===== src/rtl/mem_bus_arbiter_pkg.sv =====
// Shared types for the processor-memory port arbiter: bus commands and request ownership.
package mem_bus_arbiter_pkg;

    typedef enum logic [1:0] {
        BUS_NONE  = 2'h0,
        BUS_LOAD  = 2'h1,
        BUS_STORE = 2'h2
    } BUS_COMMAND;

    typedef enum logic {
        OWNER_IC = 1'b0,
        OWNER_DC = 1'b1
    } MEM_OWNER;

endpackage


===== src/rtl/mem_bus_arbiter_if.sv =====
// Bundles the I-cache, D-cache and memory-side signals of the arbiter.
// master = arbiter view, slave = the surrounding caches and memory.
interface mem_bus_arbiter_if
    import mem_bus_arbiter_pkg::*;
#(
    parameter int unsigned XLEN  = 32,
    parameter int unsigned TAG_W = 4
);
    BUS_COMMAND         ic_command;
    logic [XLEN-1:0]    ic_addr;
    logic [TAG_W-1:0]   ic_accept_tag;
    logic [TAG_W-1:0]   ic_resp_tag;
    logic [63:0]        ic_resp_data;

    BUS_COMMAND         dc_command;
    logic [XLEN-1:0]    dc_addr;
    logic [63:0]        dc_data;
    logic [TAG_W-1:0]   dc_accept_tag;
    logic [TAG_W-1:0]   dc_resp_tag;
    logic [63:0]        dc_resp_data;

    BUS_COMMAND         proc2mem_command;
    logic [XLEN-1:0]    proc2mem_addr;
    logic [63:0]        proc2mem_data;
    logic [TAG_W-1:0]   mem2proc_response;
    logic [63:0]        mem2proc_data;
    logic [TAG_W-1:0]   mem2proc_tag;

    logic [TAG_W-1:0]   outstanding_cnt;
    logic               orphan_err;

    modport master (
        input  ic_command, ic_addr, dc_command, dc_addr, dc_data,
        input  mem2proc_response, mem2proc_data, mem2proc_tag,
        output ic_accept_tag, ic_resp_tag, ic_resp_data,
        output dc_accept_tag, dc_resp_tag, dc_resp_data,
        output proc2mem_command, proc2mem_addr, proc2mem_data,
        output outstanding_cnt, orphan_err
    );

    modport slave (
        output ic_command, ic_addr, dc_command, dc_addr, dc_data,
        output mem2proc_response, mem2proc_data, mem2proc_tag,
        input  ic_accept_tag, ic_resp_tag, ic_resp_data,
        input  dc_accept_tag, dc_resp_tag, dc_resp_data,
        input  proc2mem_command, proc2mem_addr, proc2mem_data,
        input  outstanding_cnt, orphan_err
    );

endinterface


===== src/rtl/mem_bus_arbiter_tag_table.sv =====
// Tracks which requester owns each in-flight load tag, plus a count of live entries.
// One allocation port and one lookup/retire port; allocation wins a same-tag write.
module mem_bus_arbiter_tag_table
    import mem_bus_arbiter_pkg::*;
#(
    parameter int unsigned TAG_W = 4
) (
    input  logic               clock,
    input  logic               reset,
    input  logic               alloc_en,
    input  logic [TAG_W-1:0]   alloc_tag,
    input  MEM_OWNER           alloc_owner,
    input  logic [TAG_W-1:0]   lookup_tag,
    output logic               lookup_hit,
    output MEM_OWNER           lookup_owner,
    output logic               alloc_clash,
    output logic [TAG_W-1:0]   cnt
);
    localparam int unsigned Entries = 2 ** TAG_W;

    logic [Entries-1:0] valid_q, valid_d;
    MEM_OWNER           owner_q [Entries];
    MEM_OWNER           owner_d [Entries];
    logic [TAG_W-1:0]   cnt_q, cnt_d;
    logic               add_entry;

    always_comb begin
        lookup_hit   = (lookup_tag != '0) && valid_q[lookup_tag];
        lookup_owner = owner_q[lookup_tag];
        // A live tag being retired this same cycle is a legal reuse, not a clash.
        alloc_clash  = alloc_en && valid_q[alloc_tag] &&
                       !(lookup_hit && (lookup_tag == alloc_tag));
        add_entry    = alloc_en && !alloc_clash;

        valid_d = valid_q;
        owner_d = owner_q;
        if (lookup_hit) begin
            valid_d[lookup_tag] = 1'b0;
        end
        if (alloc_en) begin
            valid_d[alloc_tag] = 1'b1;
            owner_d[alloc_tag] = alloc_owner;
        end

        cnt_d = cnt_q + {{(TAG_W-1){1'b0}}, add_entry} - {{(TAG_W-1){1'b0}}, lookup_hit};
    end

    always_ff @(posedge clock or posedge reset) begin
        if (reset) begin
            valid_q <= '0;
            cnt_q   <= '0;
            for (int i = 0; i < Entries; i++) begin
                owner_q[i] <= OWNER_IC;
            end
        end else begin
            valid_q <= valid_d;
            owner_q <= owner_d;
            cnt_q   <= cnt_d;
        end
    end

    assign cnt = cnt_q;

endmodule


===== src/rtl/mem_bus_arbiter.sv =====
// Shares the single memory port between I-cache fetch and D-cache, muxing one request per
// cycle and routing tagged load completions back to whichever side issued them.
module mem_bus_arbiter
    import mem_bus_arbiter_pkg::*;
#(
    parameter int unsigned XLEN     = 32,
    parameter int unsigned TAG_W    = 4,
    parameter bit          DC_FIXED = 1'b0
) (
    input  logic               clock,
    input  logic               reset,
    mem_bus_arbiter_if.master  bus
);
    MEM_OWNER           rr_q, rr_d;
    logic               orphan_q, orphan_d;

    logic               ic_act, dc_act, sel_dc, req_act, accepted, alloc_en;
    BUS_COMMAND         sel_cmd;
    logic [XLEN-1:0]    sel_addr;
    logic [63:0]        sel_data;
    logic [TAG_W-1:0]   ic_acc, dc_acc, ic_resp, dc_resp;
    logic               lookup_hit, alloc_clash;
    MEM_OWNER           lookup_owner;
    logic [TAG_W-1:0]   cnt;

    always_comb begin
        // An I-cache store is illegal and simply never forwarded.
        ic_act   = (bus.ic_command == BUS_LOAD);
        dc_act   = (bus.dc_command == BUS_LOAD) || (bus.dc_command == BUS_STORE);
        sel_dc   = dc_act && (!ic_act || DC_FIXED || (rr_q == OWNER_DC));
        req_act  = (ic_act || dc_act) && !reset;
        accepted = req_act && (bus.mem2proc_response != '0);

        sel_cmd  = BUS_NONE;
        sel_addr = '0;
        sel_data = '0;
        if (req_act) begin
            if (sel_dc) begin
                sel_cmd  = bus.dc_command;
                sel_addr = bus.dc_addr;
                sel_data = bus.dc_data;
            end else begin
                sel_cmd  = BUS_LOAD;
                sel_addr = bus.ic_addr;
            end
        end
        alloc_en = accepted && (sel_cmd == BUS_LOAD);

        ic_acc = (req_act && !sel_dc) ? bus.mem2proc_response : '0;
        dc_acc = (req_act &&  sel_dc) ? bus.mem2proc_response : '0;

        ic_resp = '0;
        dc_resp = '0;
        if (lookup_hit && !reset) begin
            if (lookup_owner == OWNER_DC) begin
                dc_resp = bus.mem2proc_tag;
            end else begin
                ic_resp = bus.mem2proc_tag;
            end
        end

        // Pointer only moves on an accepted contested request, so a rejected pick stays put.
        rr_d = rr_q;
        if (accepted && ic_act && dc_act) begin
            rr_d = sel_dc ? OWNER_IC : OWNER_DC;
        end

        orphan_d = orphan_q || alloc_clash || ((bus.mem2proc_tag != '0) && !lookup_hit);
    end

    always_ff @(posedge clock or posedge reset) begin
        if (reset) begin
            rr_q     <= OWNER_IC;
            orphan_q <= 1'b0;
        end else begin
            rr_q     <= rr_d;
            orphan_q <= orphan_d;
        end
    end

    mem_bus_arbiter_tag_table #(
        .TAG_W (TAG_W)
    ) u_tag_table (
        .clock        (clock),
        .reset        (reset),
        .alloc_en     (alloc_en),
        .alloc_tag    (bus.mem2proc_response),
        .alloc_owner  (sel_dc ? OWNER_DC : OWNER_IC),
        .lookup_tag   (bus.mem2proc_tag),
        .lookup_hit   (lookup_hit),
        .lookup_owner (lookup_owner),
        .alloc_clash  (alloc_clash),
        .cnt          (cnt)
    );

    assign bus.proc2mem_command = sel_cmd;
    assign bus.proc2mem_addr    = sel_addr;
    assign bus.proc2mem_data    = sel_data;
    assign bus.ic_accept_tag    = ic_acc;
    assign bus.dc_accept_tag    = dc_acc;
    assign bus.ic_resp_tag      = ic_resp;
    assign bus.dc_resp_tag      = dc_resp;
    assign bus.ic_resp_data     = bus.mem2proc_data;
    assign bus.dc_resp_data     = bus.mem2proc_data;
    assign bus.outstanding_cnt  = cnt;
    assign bus.orphan_err       = orphan_q;

endmodule


===== src/flat_wrapper.sv =====
// flat-port wrapper written by rule: the top's interface ports become plain ports
module mem_bus_arbiter_flat import mem_bus_arbiter_pkg::*;
#(
    parameter int unsigned XLEN     = 32,
    parameter int unsigned TAG_W    = 4,
    parameter bit          DC_FIXED = 1'b0
)
  (clock, reset, bus_ic_command, bus_ic_addr, bus_dc_command, bus_dc_addr, bus_dc_data, bus_mem2proc_response, bus_mem2proc_data, bus_mem2proc_tag, bus_ic_accept_tag, bus_ic_resp_tag, bus_ic_resp_data, bus_dc_accept_tag, bus_dc_resp_tag, bus_dc_resp_data, bus_proc2mem_command, bus_proc2mem_addr, bus_proc2mem_data, bus_outstanding_cnt, bus_orphan_err);
  mem_bus_arbiter_if #(.XLEN(XLEN), .TAG_W(TAG_W)) bus_i ();
  input  logic clock;
  input  logic reset;
  input wire logic [$bits(bus_i.ic_command)-1:0] bus_ic_command;
  input wire logic [$bits(bus_i.ic_addr)-1:0] bus_ic_addr;
  input wire logic [$bits(bus_i.dc_command)-1:0] bus_dc_command;
  input wire logic [$bits(bus_i.dc_addr)-1:0] bus_dc_addr;
  input wire logic [$bits(bus_i.dc_data)-1:0] bus_dc_data;
  input wire logic [$bits(bus_i.mem2proc_response)-1:0] bus_mem2proc_response;
  input wire logic [$bits(bus_i.mem2proc_data)-1:0] bus_mem2proc_data;
  input wire logic [$bits(bus_i.mem2proc_tag)-1:0] bus_mem2proc_tag;
  output wire logic [$bits(bus_i.ic_accept_tag)-1:0] bus_ic_accept_tag;
  output wire logic [$bits(bus_i.ic_resp_tag)-1:0] bus_ic_resp_tag;
  output wire logic [$bits(bus_i.ic_resp_data)-1:0] bus_ic_resp_data;
  output wire logic [$bits(bus_i.dc_accept_tag)-1:0] bus_dc_accept_tag;
  output wire logic [$bits(bus_i.dc_resp_tag)-1:0] bus_dc_resp_tag;
  output wire logic [$bits(bus_i.dc_resp_data)-1:0] bus_dc_resp_data;
  output wire logic [$bits(bus_i.proc2mem_command)-1:0] bus_proc2mem_command;
  output wire logic [$bits(bus_i.proc2mem_addr)-1:0] bus_proc2mem_addr;
  output wire logic [$bits(bus_i.proc2mem_data)-1:0] bus_proc2mem_data;
  output wire logic [$bits(bus_i.outstanding_cnt)-1:0] bus_outstanding_cnt;
  output wire logic [$bits(bus_i.orphan_err)-1:0] bus_orphan_err;
  assign bus_i.ic_command = bus_ic_command;
  assign bus_i.ic_addr = bus_ic_addr;
  assign bus_i.dc_command = bus_dc_command;
  assign bus_i.dc_addr = bus_dc_addr;
  assign bus_i.dc_data = bus_dc_data;
  assign bus_i.mem2proc_response = bus_mem2proc_response;
  assign bus_i.mem2proc_data = bus_mem2proc_data;
  assign bus_i.mem2proc_tag = bus_mem2proc_tag;
  assign bus_ic_accept_tag = bus_i.ic_accept_tag;
  assign bus_ic_resp_tag = bus_i.ic_resp_tag;
  assign bus_ic_resp_data = bus_i.ic_resp_data;
  assign bus_dc_accept_tag = bus_i.dc_accept_tag;
  assign bus_dc_resp_tag = bus_i.dc_resp_tag;
  assign bus_dc_resp_data = bus_i.dc_resp_data;
  assign bus_proc2mem_command = bus_i.proc2mem_command;
  assign bus_proc2mem_addr = bus_i.proc2mem_addr;
  assign bus_proc2mem_data = bus_i.proc2mem_data;
  assign bus_outstanding_cnt = bus_i.outstanding_cnt;
  assign bus_orphan_err = bus_i.orphan_err;
  mem_bus_arbiter #(.XLEN(XLEN), .TAG_W(TAG_W), .DC_FIXED(DC_FIXED)) u_core (.clock(clock), .reset(reset), .bus(bus_i));
endmodule

===== config.mk =====
export PLATFORM = sky130hd
export DESIGN_NAME = mem_bus_arbiter_flat
export DESIGN_NICKNAME = d
export VERILOG_FILES = /design/src/rtl/mem_bus_arbiter_pkg.sv /design/src/rtl/mem_bus_arbiter_if.sv /design/src/rtl/mem_bus_arbiter_tag_table.sv /design/src/rtl/mem_bus_arbiter.sv /design/src/flat_wrapper.sv
export SDC_FILE = /design/constraint.sdc
export NUM_CORES = 1
export LEC_CHECK = 0
export ABC_AREA = 1
export CORE_AREA = 2 2 174 176
export DETAILED_ROUTE_END_ITERATION = 10
export DIE_AREA = 0 0 176 178
export PLACE_DENSITY = 0.49
export SYNTH_ARGS = -nofsm -noshare
export SYNTH_HDL_FRONTEND = slang
export SYNTH_HIERARCHICAL = 1
export SYNTH_SLANG_ARGS = --single-unit
export TNS_END_PERCENT = 5

===== constraint.sdc =====
create_clock -name clock -period 6.05 [get_ports clock]
set_input_delay 1.21 -clock clock [delete_from_list [all_inputs] [get_ports clock]]
set_output_delay 1.21 -clock clock [all_outputs]
set_load 0.05 [all_outputs]

==> results.json <==
{
  "rsz0062_at_grt": "false",
  "cts_tree": "yes",
  "synthTopCellsByArea": "buf_4 (21%), dfrtp_1 (21%), nand2_1 (14%)",
  "yosys-top-cells-count": "nand2_1 (162), buf_4 (128), inv_1 (121), nor2_1 (77), o21ai_0 (50)",
  "synth_cell_types": 27,
  "synth-xor-area-share": 0.0117,
  "clockBufferDepth": 2,
  "reg2reg_slack_ps": 2850,
  "yosys.area.top_type": "buf_4",
  "root_buffer": "clkbuf_16",
  "yosys_warnings": 6,
  "grt_pass1_vias": 4955,
  "vias": 4997,
  "hold_slack_ps": 495,
  "clock_sinks": 38,
  "crit_family": "buffers and inverters",
  "use_met1": 0.218,
  "fillers": 3313,
  "synth_top_family_by_area": "buffers and inverters",
  "critPathMaxFanout": 14,
  "wl_per_cell_um": 22.3,
  "wl_um": 27900,
  "synth_most_common_cell": "nand2_1",
  "dieArea_um2": 31300,
  "status": "finished, final reports clean",
  "drt_pass1_iterations": 5,
  "place_inst": 1243,
  "drv_cap": 0,
  "grt_pass1_wl_um": 37200,
  "cp_slowest_stage_delay_ps": 840,
  "busiest_layer": "met1",
  "setup_viol": 0,
  "worstSetupStartpointType": "input pin",
  "area_delta_synth_final_pct": 46.1,
  "syn-num-nets": 948,
  "synth.top_cell.area_share": 0.215,
  "postCtsSetupBuffers": 0,
  "fmax_mhz": 181,
  "synth_compound_area_frac": 0.104,
  "ioPinCount": 453,
  "grtUsageTotal": 0.170,
  "clk_pin_slew_ps": 60,
  "num-nets-final": 1071,
  "cp-end-kind": "primary output",
  "yosys.area_share.adder": 0.0157,
  "antenna_found_initial": 4,
  "synth-main-ff-cell": "dfrtp_1",
  "clock_skew_ps": 5.09,
  "path_cells": "clkdlybuf4s50_1 > inv_2 > nor2_1 > inv_1 > o21ai_0 > o21ai_0 > nand4_1 > inv_1 > nor3_1 > clkdlybuf4s50_1",
  "use_met3": 0.155,
  "start_util": 0.152,
  "die_h_um": 178,
  "cts_resized": 0,
  "worstHoldPathType": "reg2reg",
  "cellLeakagePower_nw": 3.22,
  "tightestPinTransition_ps": 734,
  "power.density_nw_per_um2": 201,
  "drc_errors": 0,
  "async_reset_ff_frac": 1.00,
  "io_buffers": 260,
  "drtIter0Drc": 261,
  "ir_worst_vdd_uv": 196,
  "hold_buffers": 0,
  "routed_via_density": 3.99,
  "dp_hpwl_um": 24300,
  "fp.coreArea_um2": 29400,
  "worstHoldPathCells": 1,
  "drive_gt1_frac": 0.137,
  "worstPathArrival_ps": 4320,
  "seq_area_frac_synth": 0.213,
  "grt_overflow": 0,
  "synth.avg_cell_area_um2": 6.07,
  "criticalPathCategory": "in2out",
  "hold_viol": 0,
  "met2_usage": 0.201,
  "insertion_delay_ps": 290,
  "fin_crit_sh": 0.914,
  "worstReg2RegStart": "u_core/rr_q",
  "worst_path_max_delay_cell": "clkdlybuf4s50_1",
  "synth.mux.area_fraction": 0,
  "finalNonFillerCells": 1253,
  "fin_tns_setup_ps": 0,
  "report.final.slew_viol_count": 0,
  "synth-simple-area-share": 0.303,
  "grt_start_max_net_pins": 37,
  "core.rowCount": 63,
  "critical_path_required_ps": 4840,
  "cts.htree.levels": 2,
  "reg2regPathDepth": 15,
  "period_needed_ps": 5530,
  "timing.hold.worst.start": "u_core/u_tag_table/cnt[0]",
  "synthCells": 737,
  "relSlewSlack": 0.509,
  "gp_congestion": 0.885,
  "drt.antenna.violating_nets": 0,
  "r2r-end": "u_core/u_tag_table/cnt[2]",
  "syn_area_um2": 4470,
  "ys_ff_latch": 38,
  "critPathBufInv": 5,
  "holdPathEnd": "u_core/u_tag_table/cnt[0]",
  "numCtsBuffers": 5,
  "synth-edff-count": 0,
  "fp.dieW_um": 176
}
==> area by class of cell <==
cell class                 instances  area [um^2]  area share
clock inverter                     3         68.8      0.0105
tap                              390          488      0.0746
antenna                            2         5.00    0.000766
clock buffer                       5          125      0.0191
sequential                        38          951       0.145
inverter                         125          469      0.0718
multi-input combinational        422         1950       0.298
timing repair buffer             268         2480       0.380
==> how the worst max path moves through the flow <==
stage	start	endpoint	cells after the start
2_1_floorplan	bus_mem2proc_tag[1]	bus_dc_resp_tag[0]	9
3_3_place_gp	bus_mem2proc_tag[0]	bus_dc_resp_tag[1]	10
3_5_place_dp	bus_mem2proc_tag[0]	bus_dc_resp_tag[1]	10
4_1_cts	bus_mem2proc_tag[0]	bus_dc_resp_tag[1]	10
5_1_grt	bus_mem2proc_tag[0]	bus_dc_resp_tag[1]	10
6_report	bus_mem2proc_tag[0]	bus_dc_resp_tag[1]	10
==> state kept, by name, summed over array words and instances (netlist names) <==
| name | count |
|---|---|
| u_core/u_tag_table/owner_q | 16 |
| u_core/rr_q | 1 |
| u_core/u_tag_table/valid_q | 16 |
| u_core/bus.orphan_err | 1 |
| u_core/u_tag_table/cnt | 4 |
==> worst register-to-register path, cell delays in order (launching register included) <==
cell     delay [ps]
dfrtp_1         380
inv_1            90
nand3_2         100
buf_4           270
nand2_1         140
nand3_1         110
nor2_1          350
inv_1           170
nor2_1          190
nand2_1         100
nand2_1          70
ha_1            250
inv_1            70
ha_1            230
fa_1            410
xor2_1          170
==> layer usage <==
metal | vias to the layer above | wire length, um
li1 | 2355 | -
met1 | 2255 | 11700
met2 | 335 | 9730
met3 | 48 | 5860
met4 | 4 | 611
met5 | - | 27
==> cells by family after synthesis <==
| family | Yosys count |
|---|---|
| XOR/XNOR | 6 |
| AO/OA/AOI/OAI | 90 |
| buffers and inverters | 277 |
| AND/OR/NAND/NOR | 321 |
| adder cells (fa/ha/maj) | 5 |
| flip-flops | 38 |
==> placed cells by master, fill, tap and decap left out <==
| cell type | count |
|---|---|
| nor3_1 | 10 |
| nand4_1 | 2 |
| clkdlybuf4s50_1 | 189 |
| nor2_2 | 20 |
| xor2_1 | 4 |
| inv_1 | 120 |
| dfrtp_1 | 38 |
| clkbuf_16 | 5 |
| xnor2_1 | 2 |
| nand2_4 | 2 |
| nor2_1 | 77 |
| fa_1 | 1 |
| a22oi_1 | 4 |
| o22ai_1 | 2 |
| a21oi_1 | 33 |
| ha_1 | 4 |
| o21ai_0 | 50 |
| bufinv_16 | 2 |
| clkinv_4 | 1 |
| nand2_2 | 4 |
| inv_2 | 4 |
| diode_2 | 2 |
| nand3_2 | 1 |
| nand2_1 | 162 |
| clkinv_1 | 1 |
| o21a_1 | 1 |
| buf_4 | 79 |
| nand3_1 | 43 |
==> metrics by stage <==
step,utilization,worst slack (ps),total power [mW],area (um^2)
after floorplan,-,1650,0.916,4470
after global placement,0.216,713,0.967,6340
after detailed placement,0.216,577,0.968,6340
after CTS,0.222,576,1.33,6530
after global routing,0.222,328,1.39,6540
final,0.222,518,1.31,6540
==> power breakdown <==
group	total [mW]	switching [mW]	internal (mW)	leakage, nW
Sequential	0.321	0.0284	0.292	0.477
Clock	0.354	0.116	0.237	0.0940
Combinational	0.640	0.410	0.229	2.65
Total	1.31	0.555	0.759	3.22
Note: power is estimated with default switching activity, not from simulation.
